===== src/rtl/instr_fetch_queue.sv =====
// instr_fetch_queue: closes the PC loop, issues imem requests and buffers in-order responses for decode.
// Redirects flush the queue and count off stale in-flight responses before fetching resumes.
module instr_fetch_queue #(
  parameter int N     = 32,
  parameter int DEPTH = 4
) (
  input  logic         clk,
  input  logic         rst,
  input  logic [N-1:0] PC,
  output logic [N-1:0] PC_next,
  output logic         imem_req_valid,
  output logic [N-1:0] imem_req_addr,
  input  logic         imem_req_ready,
  input  logic         imem_rsp_valid,
  input  logic [N-1:0] imem_rsp_data,
  input  logic         redirect,
  input  logic [N-1:0] redirect_target,
  output logic         dec_valid,
  output logic [N-1:0] dec_instr,
  output logic [N-1:0] dec_pc,
  input  logic         dec_ready
);
  localparam int AW = $clog2(DEPTH);
  localparam int CW = AW + 1;
  logic [N-1:0]     pc_q [DEPTH];
  logic [N-1:0]     instr_q [DEPTH];
  logic [DEPTH-1:0] filled_q, filled_d;
  logic [AW-1:0]    alloc_q, alloc_d, fill_q, fill_d, rd_q, rd_d;
  logic [CW-1:0]    count_q, count_d, infl_q, infl_d, drop_q, drop_d, stale;
  logic             accept, keep, pop;
  assign imem_req_valid = !rst && !redirect && count_q < CW'(DEPTH) && drop_q == '0;
  assign imem_req_addr  = PC;
  assign accept         = imem_req_valid && imem_req_ready;
  // A response is kept only when it matches an outstanding, non-stale request
  assign keep           = imem_rsp_valid && !redirect && drop_q == '0 && infl_q != '0;
  assign dec_valid      = filled_q[rd_q] && !redirect;
  assign pop            = dec_valid && dec_ready;
  assign dec_instr      = instr_q[rd_q];
  assign dec_pc         = pc_q[rd_q];
  assign PC_next        = redirect ? {redirect_target[N-1:2], 2'b00} : accept ? PC + N'(4) : PC;
  assign stale          = drop_q + infl_q;
  assign alloc_d        = redirect ? '0 : alloc_q + AW'(accept);
  assign fill_d         = redirect ? '0 : fill_q + AW'(keep);
  assign rd_d           = redirect ? '0 : rd_q + AW'(pop);
  assign count_d        = redirect ? '0 : count_q + CW'(accept) - CW'(pop);
  assign infl_d         = redirect ? '0 : infl_q + CW'(accept) - CW'(keep);
  // The response arriving in the redirect cycle itself is already one of the stale ones
  assign drop_d         = redirect ? stale - CW'(imem_rsp_valid && stale != '0)
                                   : drop_q - CW'(imem_rsp_valid && drop_q != '0);
  always_comb begin
    filled_d = filled_q;
    if (accept) filled_d[alloc_q] = 1'b0;
    if (keep) filled_d[fill_q] = 1'b1;
    if (pop) filled_d[rd_q] = 1'b0;
    if (redirect) filled_d = '0;
  end
  always_ff @(posedge clk or posedge rst) begin
    if (rst) begin
      filled_q <= '0;
      alloc_q  <= '0;
      fill_q   <= '0;
      rd_q     <= '0;
      count_q  <= '0;
      infl_q   <= '0;
      drop_q   <= '0;
    end else begin
      filled_q <= filled_d;
      alloc_q  <= alloc_d;
      fill_q   <= fill_d;
      rd_q     <= rd_d;
      count_q  <= count_d;
      infl_q   <= infl_d;
      drop_q   <= drop_d;
    end
  end
  always_ff @(posedge clk) begin
    if (accept) pc_q[alloc_q] <= PC;
    if (keep) instr_q[fill_q] <= imem_rsp_data;
  end
endmodule


===== config.mk =====
export PLATFORM = sky130hd
export DESIGN_NAME = instr_fetch_queue
export DESIGN_NICKNAME = d
export VERILOG_FILES = /design/src/rtl/instr_fetch_queue.sv
export SDC_FILE = /design/constraint.sdc
export NUM_CORES = 1
export LEC_CHECK = 0
export ABC_AREA = 1
export CORE_MARGIN = 2
export CORE_UTILIZATION = 30
export DETAILED_ROUTE_END_ITERATION = 10
export PLACE_DENSITY = 0.49
export SLEW_MARGIN = 20
export SYNTH_ARGS = -nofsm -noshare
export SYNTH_HDL_FRONTEND = slang
export SYNTH_SLANG_ARGS = --single-unit

===== constraint.sdc =====
create_clock -name clk -period 4.6 [get_ports clk]
set_input_delay 0.92 -clock clk [delete_from_list [all_inputs] [get_ports clk]]
set_output_delay 0.92 -clock clk [all_outputs]
set_load 0.01 [all_outputs]

==> results.sh, run 1 <==
export IMPL_status="complete, no violations"
export IMPL_antenna_cells=0
export IMPL_cp_end_kind="primary output"
export IMPL_required_ns=3.68
export IMPL_yosys_warnings=0
export IMPL_syn_avg_cell_area_um2=12.2
export IMPL_synth_common_cells="edfxtp_1 (256), nand2_1 (232), a22oi_1 (113), nand3_1 (69), inv_1 (67)"
export IMPL_async_flop_share_pct=6.91
export IMPL_start_kind="primary input"
export IMPL_fin_crit_ns=4.26
export IMPL_synth_seq_cells=275
export IMPL_core_um2=38800
export IMPL_place_congestion=0.743
export IMPL_min_path_type="reg -> reg"
export IMPL_syn_nets=1087
export IMPL_cts_buffers=30
export IMPL_synth_most_common_cell="edfxtp_1"
export IMPL_dp_hpwl_um=20400
export IMPL_fillerInstances=3700
export IMPL_finalSetupViolations=0
export IMPL_fin_ws_ns=0.344
export IMPL_cap_violations=0
export IMPL_grt_pass1_wl_um=49400
export IMPL_fp_dieH_um=203
export IMPL_max_stage_delay_ns=0.58
export IMPL_rsz0062_at_grt="false"
export IMPL_first_pass_iters=4
export IMPL_die_w_um=203
export IMPL_drtAntennaViolNets=0
export IMPL_yosysTopAreaCellShare_pct=64.7
export IMPL_place_area_um2=14700
export IMPL_drt_iter0_drc=435
export IMPL_cts_resized=0
export IMPL_cts_path_max_buffers=3
export IMPL_num_vias=8058
export IMPL_routed_wirelength_um=32200
export IMPL_crit_type="in -> out"
export IMPL_hold_buffers=0
export IMPL_synthCells=971
export IMPL_grt_pass1_vias=8235
export IMPL_synth_area_um2=11900
export IMPL_clk_pin_slew_worst_paths_ns=0.06
export IMPL_synth_top_area_cell="edfxtp_1"
export IMPL_clock_skew_ns=0.0139
export IMPL_nets=1315
export IMPL_start_util_pct=30.6
export IMPL_crit_chain="clkdlybuf4s50_1 -> ha_1 -> nand2_1 -> nor2_2 -> nand3b_1 -> nor2_4 -> nand3_1 -> nand2_1 -> nand3_1 -> nand2_1 -> clkdlybuf4s50_1"
export IMPL_post_cts_setup_buffers=0
export IMPL_cts_tree="done"
export IMPL_avgRoutedWirePerCell_um=18.5
export IMPL_path_max_fanout=9
export IMPL_peakVddDrop_mv=0.172
export IMPL_grt_max_degree=46
export IMPL_slowest_stage="clkdlybuf4s50_1"
export IMPL_cts_root_buf="clkbuf_16"
export IMPL_power_density_nw_per_um2=362
export IMPL_fmax_mhz=235
export IMPL_grt_use_total_pct=15.6
export IMPL_critPathArrivalTime_ns=3.34
export IMPL_cts_sinks=275
export IMPL_yosysSeqAreaShare_pct=68.7
export IMPL_area_growth_pct=32.6
export IMPL_power_mw=5.70
export IMPL_worst_pin_slew_ns=0.610
export IMPL_insertion_delay_ns=0.55
export IMPL_crit_top_cell="nand2_1"
export IMPL_pre_cts_ws_ns=0.364
export IMPL_dieArea_um2=41200
export IMPL_leakage_nw=5.75
export IMPL_cts_max_level=1
export IMPL_hold_viol_final=0
export IMPL_min_path_cells=2
export IMPL_antenna_found_initial=0
export IMPL_drive_above_1_share_pct=9.65
export IMPL_slew_viol_final=0
export IMPL_hold_ws_ns=0.534
export IMPL_final_period_utilization_pct=92.5
export IMPL_overflow=0
export IMPL_yosys_cell_types_count=37
export IMPL_ff2ff_path_depth=14
export IMPL_synth_ff_type="edfxtp_1"
export IMPL_fin_area_um2=15700
export IMPL_synth_edf_count=256
export IMPL_io_pins=232
export IMPL_synth_area_leaders="edfxtp_1 (65%), nand2_1 (7.3%), a22oi_1 (7.1%)"
export IMPL_maxSlewHeadroom_pct=59.1
export IMPL_portBuffers=229
export IMPL_rows=72
export IMPL_drcViolationCount=0
export IMPL_vias_per_cell=4.63
sequential cells by signal, indices dropped and copies added, names as in the netlist:
name,count
alloc_q,2
count_q,3
drop_q,3
fill_q,2
filled_q,4
infl_q,3
instr_q,128
pc_q,128
rd_q,2
layout by cell type (no fill, tap or decap), types with 2 or more instances in the layout:
master and instances:
edfxtp_1 256, nand2_1 232, clkdlybuf4s50_1 228, a22oi_1 113
nand3_1 69, inv_1 65, nor2_1 47, buf_4 38
clkbuf_16 31, dfrtp_1 19, nand4_1 14, ha_1 11
xor2_1 9, nor2_4 8, clkinv_1 7, nor3_2 7
o21ai_0 7, clkinv_2 7, a21oi_1 5, clkinvlp_4 5
nand2_2 4, clkbuf_1 4, bufinv_16 4, xnor2_1 3
inv_2 3, nor2_2 3, a31oi_1 3, fa_1 3
and2_1 2, mux2i_1 2, nor3_1 2, nand3b_1 2
buf_12 2
area by class of cell:
class	count	area (um^2)	share of cell area, %
Sequential cell	275	8160	51.8
Multi-Input combinational cell	553	3060	19.4
Timing Repair Buffer	269	2610	16.6
Clock buffer	35	791	5.02
Tap cell	518	648	4.12
Inverter	70	264	1.68
Clock inverter	21	210	1.34
power by group:
part	internal, mW	leakage, nW	total [mW]	switching [mW]
Clock	1.45	0.477	2.42	0.969
Sequential	2.76	2.56	2.78	0.0152
Combinational	0.246	2.71	0.499	0.254
Total	4.46	5.75	5.70	1.24
metrics by stage:
stage / TNS, ns / std cells / utilization [%]
final: 0 / 1741 / 40.6
after detailed placement: 0 / 1685 / 38.0
after CTS: 0 / 1741 / 40.6
after floorplan: -1.83 / 971 / -
after global placement: 0 / 1685 / 38.0
after global routing: 0 / 1741 / 40.6
cells by family (layout without fill, tap and decap cells):
logic type / after synthesis / count (layout) / share of synthesized area [%]
AOI/OAI and AO/OA: 131 / 131 / 7.99
adders and majority gates: 14 / 14 / 1.66
and+or+nand+nor: 394 / 394 / 14.5
muxes: 2 / 2 / 0.169
xor gates and xnor gates: 12 / 12 / 0.885
DFF: 275 / 275 / 68.7
buffers and inverters: 143 / 395 / 6.03
final timing paths:
check | from | end | slack [ns]
worst max-delay path | PC[2] | PC_next[28] | 0.34
worst min-delay path | filled_q[2] | filled_q[2] | 0.53
worst max register to register | rd_q[0] | count_q[2] | 1.57
worst min register to register | filled_q[2] | filled_q[2] | 0.53
max in group asynchronous | rst | drop_q[2] | 3.58
min in group asynchronous | rst | count_q[0] | 0.79
metal layers:
metal | global-route usage, % | wire, um | vias to the layer above
met5 | 0 | 0 | -
met4 | 3.00 | 422 | 0
met3 | 3.05 | 1960 | 33
met2 | 25.6 | 14900 | 219
met1 | 21.6 | 14900 | 3896
li1 | - | - | 3910
worst max-delay path, delay by kind of cell:
| kind | cells | cell delay, ns |
|---|---|---|
| simple gates | 8 | 1.03 |
| buf+inv | 2 | 1.10 |
| fa+ha+maj | 1 | 0.28 |
No activity file was read; power rests on OpenSTA's default activity.
==> run 2, diff against run 1 <==
Settings changed: CORE_MARGIN 2 to unset, CORE_UTILIZATION 30 to 41, PLACE_DENSITY 0.49 to 0.64.
==> run 2 against run 1 <==
- combinational power shrank 0.8%
- first-iteration DRC count grew 53%
- sequential power barely moved
- global-route usage grew 4.5 points
==> results.sh, run 2 (synthesis results as in run 1) <==
export IMPL_status="complete, no violations"
export IMPL_place_congestion=0.846
export IMPL_avgRoutedWirePerCell_um=18.6
export IMPL_area_growth_pct=30.1
export IMPL_crit_top_cell="nand2_1"
export IMPL_hold_ws_ns=0.531
export IMPL_portBuffers=229
export IMPL_drtAntennaViolNets=0
export IMPL_crit_type="in -> out"
export IMPL_drcViolationCount=0
export IMPL_finalSetupViolations=0
export IMPL_leakage_nw=5.69
export IMPL_path_max_fanout=9
export IMPL_slowest_stage="clkdlybuf4s50_1"
export IMPL_reg_largest_list="instr_q x128, pc_q x128, filled_q x4"
export IMPL_start_util_pct=42.2
export IMPL_die_w_um=172
export IMPL_insertion_delay_ns=0.53
export IMPL_post_cts_setup_buffers=0
export IMPL_peakVddDrop_mv=0.351
export IMPL_crit_chain="clkdlybuf4s50_1 -> ha_1 -> nand2_1 -> nor2_2 -> nand3b_1 -> nor2_4 -> nand3_1 -> nand2_1 -> nand3_1 -> nand2_1 -> clkdlybuf4s50_1"
export IMPL_core_um2=28200
export IMPL_cts_max_level=1
export IMPL_cts_root_buf="clkbuf_16"
export IMPL_grt_use_total_pct=20.1
export IMPL_max_stage_delay_ns=0.57
export IMPL_start_kind="primary input"
export IMPL_slew_viol_final=0
export IMPL_fmax_mhz=233
export IMPL_required_ns=3.68
export IMPL_crit_cells=11
export IMPL_power_density_nw_per_um2=351
export IMPL_cap_violations=0
export IMPL_num_vias=8148
export IMPL_rsz0062_at_grt="false"
export IMPL_rows=61
export IMPL_r2r_setup_slack_ns=1.55
export IMPL_routed_wirelength_um=29700
export IMPL_hold_viol_final=0
export IMPL_min_path_type="reg -> reg"
export IMPL_nets=1308
export IMPL_cts_path_max_buffers=3
export IMPL_antenna_found_initial=2
export IMPL_min_path_cells=2
export IMPL_finalSetupTns_ns=0
export IMPL_dp_hpwl_um=18900
export IMPL_worstReg2RegStart="rd_q[1]"
export IMPL_final_period_utilization_pct=93.3
export IMPL_cts_resized=0
export IMPL_io_pins=232
export IMPL_ff2ff_path_depth=13
export IMPL_clock_skew_ns=0.0110
export IMPL_overflow=0
export IMPL_grt_max_degree=44
export IMPL_worst_r2r_endpoint="count_q[2]"
export IMPL_min_from="filled_q[3]"
export IMPL_cp_end_kind="primary output"
export IMPL_final_common_cell="edfxtp_1"
export IMPL_dieArea_um2=29600
export IMPL_cts_tree="done"
export IMPL_final_cell_mix="edfxtp_1 (256), nand2_1 (232), clkdlybuf4s50_1 (228), a22oi_1 (113), nand3_1 (69)"
export IMPL_fp_dieH_um=172
export IMPL_drive_above_1_share_pct=8.66
export IMPL_drt_iter0_drc=665
export IMPL_worst_hold_path_endpoint="filled_q[3]"
export IMPL_cp_top_family="buffers and inverters"
export IMPL_clk_pin_slew_worst_paths_ns=0.06
export IMPL_cts_sinks=275
export IMPL_grt_pass1_vias=8061
export IMPL_hold_buffers=0
export IMPL_fin_crit_ns=4.29
export IMPL_power_mw=5.42
export IMPL_grt_pass1_wl_um=45000
export IMPL_maxSlewHeadroom_pct=47.4
export IMPL_vias_per_cell=5.12
export IMPL_cp_buffers_inverters=2
export IMPL_critPathArrivalTime_ns=3.37
export IMPL_crit_start="PC[3]"
export IMPL_worst_pin_slew_ns=0.784
export IMPL_cts_buffers=28
export IMPL_first_pass_iters=5
[run 2: cell count changes in the layout (fill, tap and decap cells not counted), moves of 2 or more]
cell / change
clkbuf_16: -2
bufinv_16: -2
clkbuf_1: +2
buf_12: +3
buf_4: -8
clkinvlp_4: -4
[run 2: tightest hold or removal path: cells and delay by family, from the launching register on]
kind / cells / cell delay, ns
and+or+nand+nor: 1 / 0.09
DFF: 1 / 0.34
AOI/OAI and AO/OA: 1 / 0.06
[run 2: area by class of cell]
type / instances / area (um^2)
Antenna cell: 1 / 2.50
Tap cell: 378 / 473
Inverter: 70 / 264
Multi-Input combinational cell: 553 / 3060
Timing Repair Buffer: 264 / 2610
Clock inverter: 16 / 124
Sequential cell: 275 / 8160
Clock buffer: 35 / 748
Fill cell: 2366 / 12700
[run 2: per-stage QoR]
step                instance area [um^2]  instances  utilization [%]  setup slack, ns
floorplan                          11900        971                -          -0.0286
global route                       15400       1591             54.8           0.0945
detailed placement                 14600       1540             51.7            0.292
CTS                                15400       1591             54.8            0.283
global placement                   14600       1540             51.7            0.321
finish                             15400       1592             54.8            0.307
[run 2: metal layers]
metal	track usage (%)	part of all wire, %	vias to the layer above
met4	4.35	1.3	2
met2	32.9	46	292
met3	4.62	7.6	36
met5	0	0.044	-
met1	27.3	45	3937
li1	-	-	3881
[run 2: worst max path at each step]
stage | end
final | PC_next[28]
after global routing | PC_next[30]
after CTS | PC_next[28]
after detailed placement | PC_next[28]
after global placement | PC_next[24]
after floorplan | pc_q[0][0]
[run 2: power by group]
group | internal (mW) | total [mW] | leakage [nW] | switching (mW)
Clock | 1.26 | 2.15 | 0.427 | 0.890
Sequential | 2.76 | 2.78 | 2.56 | 0.0161
Combinational | 0.244 | 0.495 | 2.71 | 0.251
Total | 4.26 | 5.42 | 5.69 | 1.16
